**src/rtl/imem_pkg.sv**
```systemverilog
// Shared types and constants for the reprogrammable instruction memory.
// Holds the load FSM state type, the default NOP encoding and word geometry helpers.
package imem_pkg;

  typedef enum logic [1:0] {
    IDLE,
    LOAD,
    DONE
  } imem_state_t;

  // ADD XZR,XZR,XZR: harmless filler fetched while the memory is being rewritten
  localparam logic [31:0] NOP_WORD_DEFAULT = 32'h8b1f03ff;

  function automatic int bytes_per_word(input int n);
    return n / 8;
  endfunction

endpackage

```
**src/rtl/imem_byte_assembler.sv**
```systemverilog
// Packs a little-endian byte stream into N-bit words; emits a word when it fills
// or when a flush arrives with a partial word pending (unfilled bytes are zero).
module imem_byte_assembler
  import imem_pkg::*;
#(
  parameter int N = 32
) (
  input  logic         clk,
  input  logic         reset,
  input  logic         byte_valid,
  input  logic [7:0]   byte_data,
  input  logic         flush,
  input  logic         clear,
  output logic [N-1:0] word,
  output logic         word_valid,
  output logic         nonempty
);

  localparam int BPW = bytes_per_word(N);
  localparam int KW  = (BPW > 1) ? $clog2(BPW) : 1;
  localparam logic [KW-1:0] LAST = KW'(BPW - 1);

  logic [KW-1:0] k;
  logic [N-1:0]  acc;
  logic [N-1:0]  merged;
  logic          full;

  // The incoming byte is merged combinationally so a full or flushed word can be written on the same edge
  always_comb begin
    merged = acc;
    if (byte_valid) merged = acc | (N'(byte_data) << {k, 3'b000});
  end

  assign full       = byte_valid && (k == LAST);
  assign nonempty   = (k != '0);
  assign word_valid = full || (flush && (nonempty || byte_valid));
  assign word       = merged;

  always_ff @(posedge clk or negedge reset) begin
    if (!reset) begin
      k   <= '0;
      acc <= '0;
    end else if (clear || flush || full) begin
      k   <= '0;
      acc <= '0;
    end else if (byte_valid) begin
      k   <= k + 1'b1;
      acc <= merged;
    end
  end

endmodule

```
**src/rtl/imem_prog.sv**
```systemverilog
// Instruction memory with a zero-latency fetch port that can be reloaded at run time
// from a byte stream; fetches return NOP_WORD and busy stalls the core while loading.
module imem_prog
  import imem_pkg::*;
#(
  parameter int N                 = 32,
  parameter int DEPTH             = 128,
  parameter int ADDR_W            = $clog2(DEPTH),
  parameter logic [N-1:0] NOP_WORD = N'(NOP_WORD_DEFAULT)
) (
  input  logic              clk,
  input  logic              reset,
  input  logic [ADDR_W-1:0] addr,
  output logic [N-1:0]      q,
  input  logic              prog_start,
  input  logic              byte_valid,
  input  logic [7:0]        byte_data,
  input  logic              prog_end,
  output logic              busy,
  output logic              done,
  output logic              overflow,
  output logic [ADDR_W:0]   words_loaded
);

  localparam logic [ADDR_W:0] DEPTH_P = (ADDR_W + 1)'(DEPTH);

  imem_state_t state, next_state;

  logic [N-1:0]    mem [DEPTH];
  logic [ADDR_W:0] ptr;
  logic            in_load;
  logic            room;
  logic            start_load;
  logic            asm_valid;
  logic            asm_flush;
  logic [N-1:0]    asm_word;
  logic            asm_word_valid;
  logic            asm_nonempty;
  logic            write_en;

  assign in_load    = (state == LOAD);
  assign room       = (ptr < DEPTH_P);
  assign start_load = (state == IDLE) && prog_start;
  assign asm_valid  = in_load && byte_valid && room;
  assign asm_flush  = in_load && prog_end;
  assign write_en   = in_load && asm_word_valid && room;

  imem_byte_assembler #(.N(N)) u_asm (
    .clk        (clk),
    .reset      (reset),
    .byte_valid (asm_valid),
    .byte_data  (byte_data),
    .flush      (asm_flush),
    .clear      (start_load),
    .word       (asm_word),
    .word_valid (asm_word_valid),
    .nonempty   (asm_nonempty)
  );

  always_ff @(posedge clk or negedge reset) begin
    if (!reset) state <= IDLE;
    else        state <= next_state;
  end

  always_comb begin
    next_state = state;
    busy       = 1'b0;
    done       = 1'b0;
    case (state)
      IDLE: if (prog_start) next_state = LOAD;
      LOAD: begin
        busy = 1'b1;
        if (prog_end) next_state = DONE;
      end
      DONE: begin
        done       = 1'b1;
        next_state = IDLE;
      end
      default: next_state = IDLE;
    endcase
  end

  // The pointer doubles as the words_loaded count, including a padded final word
  always_ff @(posedge clk or negedge reset) begin
    if (!reset) begin
      ptr      <= '0;
      overflow <= 1'b0;
    end else if (start_load) begin
      ptr      <= '0;
      overflow <= 1'b0;
    end else begin
      if (write_en) ptr <= ptr + 1'b1;
      if (in_load && byte_valid && !room) overflow <= 1'b1;
    end
  end

  assign words_loaded = ptr;

  // Memory is deliberately left out of reset so a core reset keeps the program
  always_ff @(posedge clk) begin
    if (write_en) mem[ptr[ADDR_W-1:0]] <= asm_word;
  end

  always_comb begin
    if (busy)                     q = NOP_WORD;
    else if ({1'b0, addr} < DEPTH_P) q = mem[addr];
    else                          q = '0;
  end

  assert property (@(posedge clk) disable iff (!reset) asm_nonempty |-> room);

endmodule

```
**config.mk**
```make
export PLATFORM = sky130hd
export DESIGN_NAME = imem_prog
export DESIGN_NICKNAME = d
export VERILOG_FILES = /design/src/rtl/imem_pkg.sv /design/src/rtl/imem_byte_assembler.sv /design/src/rtl/imem_prog.sv
export SDC_FILE = /design/constraint.sdc
export NUM_CORES = 2
export LEC_CHECK = 0
export ABC_CLOCK_PERIOD_IN_PS = 4400
export CORE_UTILIZATION = 40
export CTS_CLUSTER_DIAMETER = 30
export DETAILED_ROUTE_END_ITERATION = 8
export GPL_TIMING_DRIVEN = 0
export MAX_ROUTING_LAYER = met4
export PLACE_DENSITY = 0.54
export SLEW_MARGIN = 30
export SYNTH_ARGS = -nofsm -noshare
export SYNTH_HDL_FRONTEND = slang
export SYNTH_SLANG_ARGS = --single-unit
```
**constraint.sdc**
```tcl
create_clock -name clk -period 4.4 [get_ports clk]
set_clock_uncertainty 0.2 [all_clocks]
set_input_delay 0.44 -clock clk [delete_from_list [all_inputs] [get_ports clk]]
set_output_delay 0.44 -clock clk [all_outputs]
set_load 0.05 [all_outputs]
```
== After elaboration in Yosys (flattened, before gate mapping) ==
Memory sizes are Yosys's and may differ from the RTL's.
Cells that the tools add are included.

* Flip-flop bits (word level): 45
* RAM bits: 4096
* Bits of input ports: 20
* Output and inout port bits: 43
* Word-level logic and storage cells: 53
* Memories: 1

{| class="wikitable"
|+ Memory list
! name !! words !! bits a word !! read ports !! clocked after Yosys merged registers in !! wr ports !! RTL line !! text
|-
| mem || 128 || 32 || 1 || 0 || 1 || imem_prog.sv:29 || <nowiki>logic [N-1:0] mem [DEPTH];</nowiki>
|}

* Add/sub/neg operators: 2
* Order comparisons: 1
* Equality and inequality tests: 5
* Shift-type cells: 1
* Multiplexer cells: 17
* Bitwise logic cells: 1
* Reduce and logical (&&, ||, !) cells: 20

{| class="wikitable"
|+ Operators with widths
! cell !! count
|-
| 32-bit two-way mux || 4
|-
| 32-bit OR || 1
|-
| 8-bit by 5-bit left shift with 32-bit output || 1
|-
| 8-bit two-way mux || 2
|-
| 1-bit logical AND || 9
|-
| 8-bit by 1-bit adder with 8-bit output, second input constant || 1
|-
| 8-bit less-than comparator, second input constant || 1
|-
| 2-bit two-way mux || 4
|-
| 2-bit nonzero test || 4
|-
| 1-bit two-way mux || 6
|-
| 2-bit equality test, second input constant || 2
|-
| 1-bit logical OR || 4
|-
| 2-bit inequality test, second input constant || 2
|-
| 2-bit one-hot mux with 2 select lines || 1
|-
| 2-bit by 1-bit adder with 2-bit output, second input constant || 1
|-
| 2-bit by 1-bit equality test with 1-bit output, second input constant || 1
|-
| 2-bit zero test || 1
|-
| 2-bit AND reduction || 1
|-
| 1-bit zero test || 1
|}

== Logic depth before layout (Yosys ltp) ==
* Depth after elaboration: 10
* Depth in mapped cells: 10
* Depth with buffers taken out: 7

== Hierarchy ==
A second synthesis with hierarchy kept.

* Cells, all modules: 7027
* Area total of the unflattened synthesis: 158448.2 µm²

{| class="wikitable"
|+ Modules (own cells, without submodules)
! module !! instances !! cells an instance !! area an instance (µm²) !! sequential area each (µm²)
|-
| imem_prog || 1 || 6847 || 156731.6 || 123273.2
|-
| imem_byte_assembler || 1 || 180 || 1716.6 || 850.8
|}

== Worst setup path after synthesis ==
No wires, ideal clock.

* Kind: register -> register
* From: register u_asm.k[0]
* To: memory mem[113][0], enable pin
* Arrival time: 3.343 ns
* Required time: 3.779 ns
* Path slack: 0.436 ns
* Stages on the path, launching flop included: 9
* Period minus slack after synthesis: 3.964 ns
* Path through: dfrtp_1 -> inv_1 -> ha_1 -> nor2b_1 -> nor4_1 -> nor2b_1 -> nand2_1 -> clkbuf_1 -> nor2_1

* Word-level cells in the longest chain between the ends: 8
* Elaborated cells between the ends (all ways): 10

{| class="wikitable"
|+ Ends and longest elaborated chain
! element !! RTL line !! text
|-
| start, declared || imem_byte_assembler.sv:23 || <nowiki>logic [KW-1:0] k;</nowiki>
|-
| start signal, assigned || imem_byte_assembler.sv:47 || <nowiki>k <= k + 1'b1;</nowiki>
|-
| 2-bit nonzero test || imem_byte_assembler.sv:35 || <nowiki>assign nonempty = (k != '0);</nowiki>
|-
| 1-bit logical OR || imem_byte_assembler.sv:36 || <nowiki>assign word_valid = full || (flush && (nonempty || byte_valid));</nowiki>
|-
| 1-bit logical AND || imem_byte_assembler.sv:36 ||
|-
| 1-bit logical OR * || imem_byte_assembler.sv:36 ||
|-
| 1-bit logical AND * (2 in a row) || imem_prog.sv:46 || <nowiki>assign write_en = in_load && asm_word_valid && room;</nowiki>
|-
| 1-bit two-way mux * || imem_prog.sv:101 || <nowiki>if (write_en) mem[ptr[ADDR_W-1:0]] <= asm_word;</nowiki>
|-
| 1-bit two-way mux (implied by the code) * || imem_prog.sv:101 ||
|-
| end, declared || imem_prog.sv:29 ||
|}

Every way passes the cells marked *; elsewhere a longest branch is shown, timed or not.

== Worst setup path after layout ==
* From: input port addr[3]
* To: output port q[20]

* Word-level cells in the longest chain between the ends: 2

{| class="wikitable"
|+ Ends and longest elaborated chain
! element !! RTL line !! text
|-
| start, declared || imem_prog.sv:13 || <nowiki>input logic [ADDR_W-1:0] addr,</nowiki>
|-
| memory 128 x 32 bit || -- ||
|-
| 32-bit two-way mux || imem_prog.sv:105 || <nowiki>if (busy) q = NOP_WORD;</nowiki>
|-
| end, declared || imem_prog.sv:14 || <nowiki>output logic [N-1:0] q,</nowiki>
|}

No other way between the ends.

==> impl_metrics.env <==
export IMPL_cp_common_cell="buf_12"
export IMPL_final_cells=14200
export IMPL_io_buffers=60
export IMPL_min_period_ns=4.81
export IMPL_final_nets=8268
export IMPL_relSlewSlack=0.187
export IMPL_ios=63
export IMPL_async_flop_share=0.0109
export IMPL_cts_sinks=4141
export IMPL_slowest_delay_ns=0.79
export IMPL_cp_buffers_inverters=7
export IMPL_clockBufferDepth=4
export IMPL_hold_depth=4
export IMPL_grt_overflow=0
export IMPL_track_usage=0.275
export IMPL_die_w_um=630
export IMPL_fin_tns_setup_ns=-5.43
export IMPL_ir_drop_v=0.000430
export IMPL_crit_required_ns=3.76
export IMPL_finalPower_mw=114
export IMPL_firstDrtPassIters=6
export IMPL_timing_rr_start="u_asm.k[0]"
export IMPL_antenna_found_initial=35
export IMPL_coreArea_mm2=0.393
export IMPL_drv_cap=0
export IMPL_start_kind="primary input"
export IMPL_dieArea_mm2=0.397
export IMPL_holdPathEnd="overflow"
export IMPL_synth_distinct_cells=55
export IMPL_top_layer="met4"
export IMPL_rr_worst_depth=9
export IMPL_post_route_cells_drive_above_1_share=0.413
export IMPL_cellLeakagePower_nw=69.6
export IMPL_fillers=29800
export IMPL_avgSynthCellArea_um2=22.6
export IMPL_cts_buffers=778
export IMPL_syn_inst=6982
export IMPL_worst_r2r_endpoint="mem[66][16]"
export IMPL_synth_fp_nets=7005
export IMPL_num_rows=230
export IMPL_place_area_mm2=0.175
export IMPL_synth_edf_count=4096
export IMPL_final_hold_violation_count=0
export IMPL_cts_root_buf="clkbuf_16"
export IMPL_violations="negative setup slack"
export IMPL_regArea_mm2=0.124
export IMPL_final_common_cell="edfxtp_1"
export IMPL_place_inst=12600
export IMPL_synth_top_flop_cell="edfxtp_1"
export IMPL_syn_cell_area_mm2=0.158
export IMPL_grt_setup_unrepaired="yes"
export IMPL_worst_slew_pin_slew_ns=1.22
export IMPL_hp_start="prog_start"
export IMPL_wire_per_inst_um=37.9
export IMPL_setup_ws_ns=-0.408
export IMPL_vias=85100
export IMPL_crit_type="primary input to output pin"
export IMPL_yosysSeqAreaShare=0.786
export IMPL_finalSetupViolations=31
export IMPL_die_h_um=630
export IMPL_pre_cts_ws_ns=-3.71
export IMPL_syn_to_final_growth_pct=31.1
export IMPL_critPathArrivalTime_ns=4.17
export IMPL_htree_num_levels=6
export IMPL_crit_chain="buf_4, buf_12, buf_12, buf_12, buf_8, buf_12, mux2i_2, a221oi_4, nand4_1, o211ai_1, buf_4"
export IMPL_p_per_area_mw_per_mm2=551
export IMPL_worstHoldPathType="primary input to flop"
export IMPL_grt_max_degree=73
export IMPL_gp_congestion=0.985
export IMPL_cp_top_family="buffers and inverters"
export IMPL_layout_common_cells="edfxtp_1, mux4_2, clkbuf_16, buf_16, mux2_2"
export IMPL_max_freq_mhz=208
export IMPL_routed_wl_um=536000
export IMPL_report_final_slew_viol_count=0
export IMPL_multi_input_area_mm2=0.0355
export IMPL_reg2reg_slack_ns=0
export IMPL_hpwl_um=372000
export IMPL_viasPerCell=6.01
export IMPL_met2WireLength_um=243000
export IMPL_grt_pass1_vias=84100
export IMPL_wl_met1_um=208000
export IMPL_grt_pass1_wl_um=721000
export IMPL_cp_end_kind="output pin"
export IMPL_cts_clk_slew_worst_paths_ns=0.05
export IMPL_crit_path_top_delay_cell="nand4_1"
export IMPL_yosys_warnings=0
export IMPL_period_share=1.09
export IMPL_clk_insertion_delay_late_ns=1.07
export IMPL_cts_tree="yes"
export IMPL_status="finished with violations"
export IMPL_cp_max_fo=10
export IMPL_final_area_mm2=0.207
export IMPL_start_util=0.402
export IMPL_wl_met3_um=55300
export IMPL_ant_nets=0
export IMPL_post_route_drc_count=0
export IMPL_synth_seq_cells=4141
export IMPL_drtIter0Drc=13200
==> metrics by stage <==
stage,util,hold slack (ns)
final,0.527,0.142
after global routing,0.527,0.147
after CTS,0.523,0.0750
after detailed placement,0.445,0.139
after global placement,0.420,0.286
after floorplan,-,-0.0556
==> worst max path at each step <==
stage | start | cells after the start | slack, ns | endpoint
2_1_floorplan | u_asm.k[0] | 8 | 0.44 | mem[113][0]
3_3_place_gp | addr[3] | 10 | -4.52 | q[9]
3_5_place_dp | addr[3] | 10 | -3.71 | q[24]
4_1_cts | mem[95][6] | 7 | -0.36 | q[6]
5_1_grt | mem[87][8] | 7 | -0.33 | q[8]
6_report | addr[3] | 11 | -0.41 | q[20]
==> where the power goes <==
part           leakage (nW)  internal, mW  switching, mW
Clock                  13.1          40.1           21.3
Combinational          16.3          2.19           5.70
Sequential             40.3          44.8         0.0690
==> Yosys cell counts (13+ instances only) <==
cell / number / area (µm²)
edfxtp_1: 4096 / 123000
mux4_2: 953 / 21500
mux2_2: 232 / 2610
clkbuf_1: 177 / 664
nor2_1: 173 / 649
buf_2: 144 / 721
a22oi_1: 130 / 976
o22ai_1: 122 / 763
mux2i_1: 92 / 921
a221oi_1: 87 / 762
nand3_1: 85 / 425
nand2_1: 80 / 300
a21oi_1: 69 / 345
nor3_1: 65 / 325
o21ai_0: 64 / 320
buf_1: 46 / 173
nor2b_1: 46 / 288
dfrtp_1: 45 / 1130
buf_4: 35 / 263
nand4_1: 33 / 206
a21o_1: 32 / 240
o211ai_1: 19 / 143
o221ai_1: 19 / 166
nor4_1: 13 / 81.3
==> logic make-up (layout without fill, tap and decap cells) <==
group	Yosys count	after routing	share of synthesized area
AND/OR/NAND/NOR	540	540	0.0165
multiplexers	1277	1277	0.158
other	0	19	0
buffers and inverters	414	2357	0.0121
XOR/XNOR	7	7	0.000388
flip-flops	4141	4141	0.786
AO/OA/AOI/OAI	600	600	0.0265
adder cells (fa/ha/maj)	3	3	0.000238
==> worst register-to-register path: stages (launching register included) <==
cell	delay (ns)
dfrtp_1	0.43
inv_1	0.11
ha_1	0.36
nor2b_1	0.24
nor4_2	0.47
nor2b_4	0.53
nand2_4	0.37
clkbuf_4	0.44
nor2_4	0.63
buf_12	0.27
==> final cells by class <==
type                       count  area share
antenna                       19    0.000230
buffer                       406      0.0175
clock buffer                 863      0.0966
clock inverter               597      0.0358
inverter                       5    0.000103
multi-input combinational   2427       0.171
sequential                  4141       0.599
tap                         5220      0.0315
timing repair buffer         486      0.0475
==> timing repair <==
item / CTS / global route
gates resized for setup: 966 / 169
hold endpoints to repair: 48 / 17
gates cloned: 0 / 0
endpoints found under the setup margin: 3089 / 1113
hold buffers: 4 / 1
pin swaps: 77 / 83
buffers inserted: 11 / 70
==> state kept, by name, indices dropped and copies added, names as in the netlist <==
name and cells:
mem 4096, overflow 1, words_loaded 8, u_asm.acc 32, state 2, u_asm.k 2
==> layer usage <==
metal	GRT usage	up-vias
met5	-	-
met4	0.128	0
met3	0.0622	1054
met2	0.405	5155
met1	0.367	46000
li1	-	32900
Note: power is estimated with default switching activity, not from simulation.
